<file path="src/rtl/network_sched_pkg.sv">
// Shared types and defaults for the transmit queue scheduler.
// Imported by the arbiter and the scheduler top level.
package network_sched_pkg;

    localparam int DEF_QUEUE_NUM  = 8;
    localparam int DEF_DESC_WIDTH = 57;
    localparam int DEF_QID_WIDTH  = 3;

    localparam logic SCHED_SP = 1'b0;
    localparam logic SCHED_RR = 1'b1;

    typedef enum logic [1:0] {
        IDLE_S   = 2'd0,
        OUTPUT_S = 2'd1,
        WAIT_S   = 2'd2
    } sched_state_e;

endpackage

</file>
<file path="src/rtl/network_queue_scheduler_arbiter.sv">
// Combinational queue picker: strict priority (highest index)
// or round robin starting at the pointer and wrapping upward.
module queue_select_arbiter
    import network_sched_pkg::*;
#(
    parameter int QUEUE_NUM = DEF_QUEUE_NUM,
    parameter int QID_WIDTH = DEF_QID_WIDTH
) (
    input  logic [QUEUE_NUM-1:0] elig_i,
    input  logic [QID_WIDTH-1:0] ptr_i,
    input  logic                 mode_i,
    output logic [QID_WIDTH-1:0] winner_o,
    output logic                 any_valid_o
);

    logic                 found;
    logic [QID_WIDTH-1:0] idx;

    always_comb begin
        winner_o    = '0;
        found       = 1'b0;
        idx         = '0;
        any_valid_o = |elig_i;
        if (mode_i == SCHED_SP) begin
            // ascending scan so the last hit is the highest index
            for (int i = 0; i < QUEUE_NUM; i++) begin
                if (elig_i[i]) begin
                    winner_o = QID_WIDTH'(i);
                end
            end
        end else begin
            for (int k = 0; k < QUEUE_NUM; k++) begin
                idx = QID_WIDTH'((int'(ptr_i) + k) % QUEUE_NUM);
                if (!found && elig_i[idx]) begin
                    winner_o = idx;
                    found    = 1'b1;
                end
            end
        end
    end

endmodule

</file>
<file path="src/rtl/network_queue_scheduler.sv">
// Transmit descriptor scheduler: grants one eligible queue, reads one
// descriptor, issues it downstream, then waits for ready.
module network_queue_scheduler
    import network_sched_pkg::*;
#(
    parameter int QUEUE_NUM  = DEF_QUEUE_NUM,
    parameter int DESC_WIDTH = DEF_DESC_WIDTH,
    parameter int QID_WIDTH  = DEF_QID_WIDTH
) (
    input  logic                            i_clk,
    input  logic                            i_rst,
    input  logic [QUEUE_NUM-1:0]            iv_fifo_empty,
    output logic [QUEUE_NUM-1:0]            ov_fifo_rd,
    input  logic [QUEUE_NUM*DESC_WIDTH-1:0] iv_fifo_rdata,
    input  logic [QUEUE_NUM-1:0]            iv_gate_state,
    input  logic                            i_sched_mode,
    output logic [DESC_WIDTH-1:0]           ov_descriptor,
    output logic                            o_descriptor_wr,
    output logic [QID_WIDTH-1:0]            ov_queue_id,
    input  logic                            i_descriptor_ready,
    output logic [31:0]                     ov_desc_cnt
);

    sched_state_e         state_q, state_d;
    logic [QID_WIDTH-1:0] sel_q, sel_d;
    logic [QID_WIDTH-1:0] ptr_q, ptr_d;
    logic [31:0]          cnt_q, cnt_d;

    logic [QUEUE_NUM-1:0] elig;
    logic [QID_WIDTH-1:0] winner;
    logic                 any_valid;

    assign elig        = ~iv_fifo_empty & iv_gate_state;
    assign ov_desc_cnt = cnt_q;

    queue_select_arbiter #(
        .QUEUE_NUM (QUEUE_NUM),
        .QID_WIDTH (QID_WIDTH)
    ) u_arb (
        .elig_i      (elig),
        .ptr_i       (ptr_q),
        .mode_i      (i_sched_mode),
        .winner_o    (winner),
        .any_valid_o (any_valid)
    );

    always_comb begin
        state_d         = state_q;
        sel_d           = sel_q;
        ptr_d           = ptr_q;
        cnt_d           = cnt_q;
        ov_fifo_rd      = '0;
        ov_descriptor   = '0;
        o_descriptor_wr = 1'b0;
        ov_queue_id     = sel_q;
        case (state_q)
            IDLE_S: begin
                if (i_descriptor_ready && any_valid) begin
                    ov_fifo_rd[winner] = 1'b1;
                    sel_d   = winner;
                    ptr_d   = (int'(winner) == QUEUE_NUM - 1) ? '0
                            : winner + QID_WIDTH'(1);
                    state_d = OUTPUT_S;
                end
            end
            OUTPUT_S: begin
                ov_descriptor   = iv_fifo_rdata[int'(sel_q)*DESC_WIDTH +: DESC_WIDTH];
                o_descriptor_wr = 1'b1;
                cnt_d           = cnt_q + 32'd1;
                state_d         = WAIT_S;
            end
            WAIT_S: begin
                if (i_descriptor_ready) begin
                    state_d = IDLE_S;
                end
            end
            default: begin
                ov_queue_id = '0;
                state_d     = IDLE_S;
            end
        endcase
        // reset aborts at once: no strobe or write escapes in the reset cycle
        if (i_rst) begin
            ov_fifo_rd      = '0;
            ov_descriptor   = '0;
            o_descriptor_wr = 1'b0;
            ov_queue_id     = '0;
        end
    end

    always_ff @(posedge i_clk) begin
        if (i_rst) begin
            state_q <= IDLE_S;
            sel_q   <= '0;
            ptr_q   <= '0;
            cnt_q   <= '0;
        end else begin
            state_q <= state_d;
            sel_q   <= sel_d;
            ptr_q   <= ptr_d;
            cnt_q   <= cnt_d;
        end
    end

endmodule

</file>
<file path="config.mk">
export PLATFORM = sky130hd
export DESIGN_NAME = network_queue_scheduler
export DESIGN_NICKNAME = d
export VERILOG_FILES = /design/src/rtl/network_sched_pkg.sv /design/src/rtl/network_queue_scheduler_arbiter.sv /design/src/rtl/network_queue_scheduler.sv
export SDC_FILE = /design/constraint.sdc
export NUM_CORES = 1
export LEC_CHECK = 0
export ABC_AREA = 1
export CORE_AREA = 4 4 224 226
export DETAILED_ROUTE_END_ITERATION = 16
export DIE_AREA = 0 0 228 230
export PLACE_DENSITY = 0.54
export SYNTH_ARGS = -nofsm -noshare
export SYNTH_HDL_FRONTEND = slang
export SYNTH_HIERARCHICAL = 1
export SYNTH_SLANG_ARGS = --single-unit
</file>
<file path="constraint.sdc">
create_clock -name i_clk -period 3.55 [get_ports i_clk]
set_input_delay 0.71 -clock i_clk [delete_from_list [all_inputs] [get_ports i_clk]]
set_output_delay 0.71 -clock i_clk [all_outputs]
set_load 0.02 [all_outputs]
</file>
==> metrics <==
Cell Pwr Density=361 mW/mm^2; Detailed Place HPWL=41800 um; kind of cell with the highest combined delay on the critical path=simple AND/OR/NAND/NOR gates; count of input and output buffers=576; Clk network pwr share=9.8%; result of the run=complete, no violations; cell repeated most along the worst path=nand2_4; # DRC=0; final hold violation count=0; number of slew-limit violations in the final report=0; CTS tree=built; overall track demand over capacity in global routing=18.5%; transition at the pin with the smallest max-transition slack=0.530 ns; largest fanout on the critical path=5; area of the multi-input gates=0.00574 sq mm; cell type with the largest total area after synthesis=nor2_1; GR Overflow Total=0; fraction of synthesized cell area taken by the top area cell type=22.7%; post-synthesis sequential element count=40; switching power=2.60 mW; average size of a mapped cell=5.32 sq um; Setup WS post-layout=0.0317 ns; Die Ht=230 um; Clock Skews=0.00545 ns; classification of the worst setup path=input pin to output port; TritonRoute pass-1 iters=6; initial antenna violation count=14; top library cells by usage in the layout, fill and taps aside=clkdlybuf4s50_1 (528), nor2_1 (411), o21ai_0 (193), o22ai_1 (115), o21ai_1 (111); most common library cell in the layout ignoring fill and taps=clkdlybuf4s50_1; Final Power=5.26 mW; fraction of synthesis flops using an asynchronous set or reset pin=0%; Via Count=11800; number of sinks on the clock net=40; post-synthesis instance area=0.00706 sq mm; initial drt markers=875; number of antenna-violating nets in the routed design=0; fill cell instance count of the final layout=5346; count of flip-flops with a built-in enable after synthesis=0; internal power summed over all cells=2.66 mW; CP endpoint kind=output port; post-synthesis cell count=1327; pre-CTS setup slack=-1.10 ns; Synthesized Nets=1808; core outline area=0.0483 sq mm; Critical Path RT=2.84 ns; normalized max-slew margin=64.6%; source-to-sink clock delay at the later pin of the worst-skew pair=0.29 ns; sequential-to-total area share from yosys stat=11.3%; sequential cell area=817 sq um; Boundary Pins=577; slowest cell on the critical path=nor4_4; total number of placement rows=81; switching part of the total power=49.4%; setup repair after global routing missed its margin=yes; buffers and inverters on the worst path=4; H-tree level count=2; RePlAce Congestion=0.994; worst hold margin=0.501 ns; post-layout util=30.1%; Comb pwr share=80.4%; fraction of layout cells with a size suffix above 1=13.6%; root cell of the clock tree=clkbuf_16; Maximum Capacitance Violations=0; Synth cell types=40; maximum number of pins on one net before global-route repair=102; most common flop cell mapped by yosys=dfxtp_1; clock slew at reported path FFs=0.06 ns; via count of the first global-routing pass=11800; type of the worst min-delay path=flip-flop to flip-flop; maximum achievable frequency=0.284 GHz; leading post-synthesis cells by cell area=nor2_1 (23%), o21ai_0 (14%), dfxtp_1 (11%); synth-to-layout area growth=106%; Avg WL per Cell=20.6 um; VDD IR max=0.235 mV; count of yosys warnings during synthesis=6; number of buffers inserted for hold repair after clock tree synthesis=0; die area=0.0524 sq mm; maximum cell stage delay along the critical path=0.31 ns; crit share post-route=99.1%; setup-violating endpoint count in the final report=0; proportion of power drawn by flip-flops and latches=9.8%; final layout net count=2376; first-pass GRT wire length=75900 um; number of clock buffers inserted by TritonCTS=5; total wire length after detailed routing=52100 um; Initial Utilization=14.6%; horizontal die dimension=228 um; Worst Setup Start Kind=input pin; Critical Path, Cell by Cell=clkdlybuf4s15_1, inv_2, nor2_4, nand2_2, nand3_4, nand3_4, nand2_4, nor2_8, nand4_4, nor2_4, nand2_1, nand3b_1, nand3_2, nand2_4, nand2_4, nor4_4, buf_4, buf_6; Data arrival, critical path=2.81 ns; post-detailed-route via-to-cell ratio=4.66; final critical delay including setup and external delays=3.52 ns; leakage power total=5.50 nW; clk buf depth=2
timing repair:
item                       in CTS  in global routing
setup buffers                  13                  5
resized for setup             154                 37
setup endpoints to repair       8                 10
pin swaps                      55                 36
layer usage:
layer / global-route usage (%) / vias up / routed length [um]
met5: 0 / - / 47
met4: 6.14 / 6 / 1820
met3: 4.44 / 76 / 4250
met2: 32.7 / 573 / 25500
met1: 22.1 / 5467 / 20500
li1: - / 5655 / -
stage by stage:
stage | TNS (ns) | instance area (sq um) | cells
finish | 0 | 14500 | 2526
global route | -0.612 | 14500 | 2526
CTS | -0.00593 | 14400 | 2513
detailed placement | -6.40 | 13800 | 2493
global placement | -5.88 | 13800 | 2493
floorplan | 0 | 7060 | 1327
logic make-up (layout without fill, tap and decap cells):
group | Yosys count | count (layout) | share of synthesized area, %
compound gates | 449 | 449 | 34.1
fa+ha+maj | 5 | 5 | 0.887
other cells | 0 | 8 | 0
simple gates | 658 | 658 | 39.8
flops | 40 | 40 | 11.3
xor+xnor | 6 | 6 | 0.958
buf+inv | 169 | 738 | 13.0
final timing paths:
path	startpoint	endpoint	slack [ns]	depth (start not counted)
max	iv_gate_state[1]	ov_fifo_rd[5]	0.03	18
max reg2reg	ptr_q[1]	ptr_q[2]	0.76	18
min reg2reg	ov_desc_cnt[13]	ov_desc_cnt[13]	0.50	1
min	ov_desc_cnt[13]	ov_desc_cnt[13]	0.50	1
cell type report:
| cell class | count | area share, % |
|---|---|---|
| multi-input cells | 1118 | 39.5 |
| clock buffers | 6 | 0.886 |
| diodes | 8 | 0.138 |
| repair buffers | 661 | 46.4 |
| clock inverters | 2 | 0.241 |
| well taps | 622 | 5.35 |
| inverters | 69 | 1.88 |
| flip-flops and latches | 40 | 5.62 |
power by group through the flow:
stage                     combinational, mW  clock [mW]  sequential (mW)
after global placement                 3.64           0            0.524
after global routing                   4.58       0.542            0.519
after floorplan                        2.20           0            0.500
final                                  4.22       0.516            0.515
after detailed placement               3.65           0            0.524
after CTS                              4.07       0.523            0.517
Yosys cell counts (all sizes together) (4+ instances only):
master	instances
clkbuf	35
xor2	4
nor2	440
o21bai	4
nand2	132
a21oi	23
inv	69
nand4	15
dfxtp	40
buf	65
nand3	60
o22ai	115
nor3	5
ha	5
o21ai	305
state kept, by name, summed over array words and instances, names as in the netlist:
name / count
state_q: 2
ov_desc_cnt: 32
ptr_q: 3
sel_q: 3
Note: power is estimated with default switching activity, not from simulation.
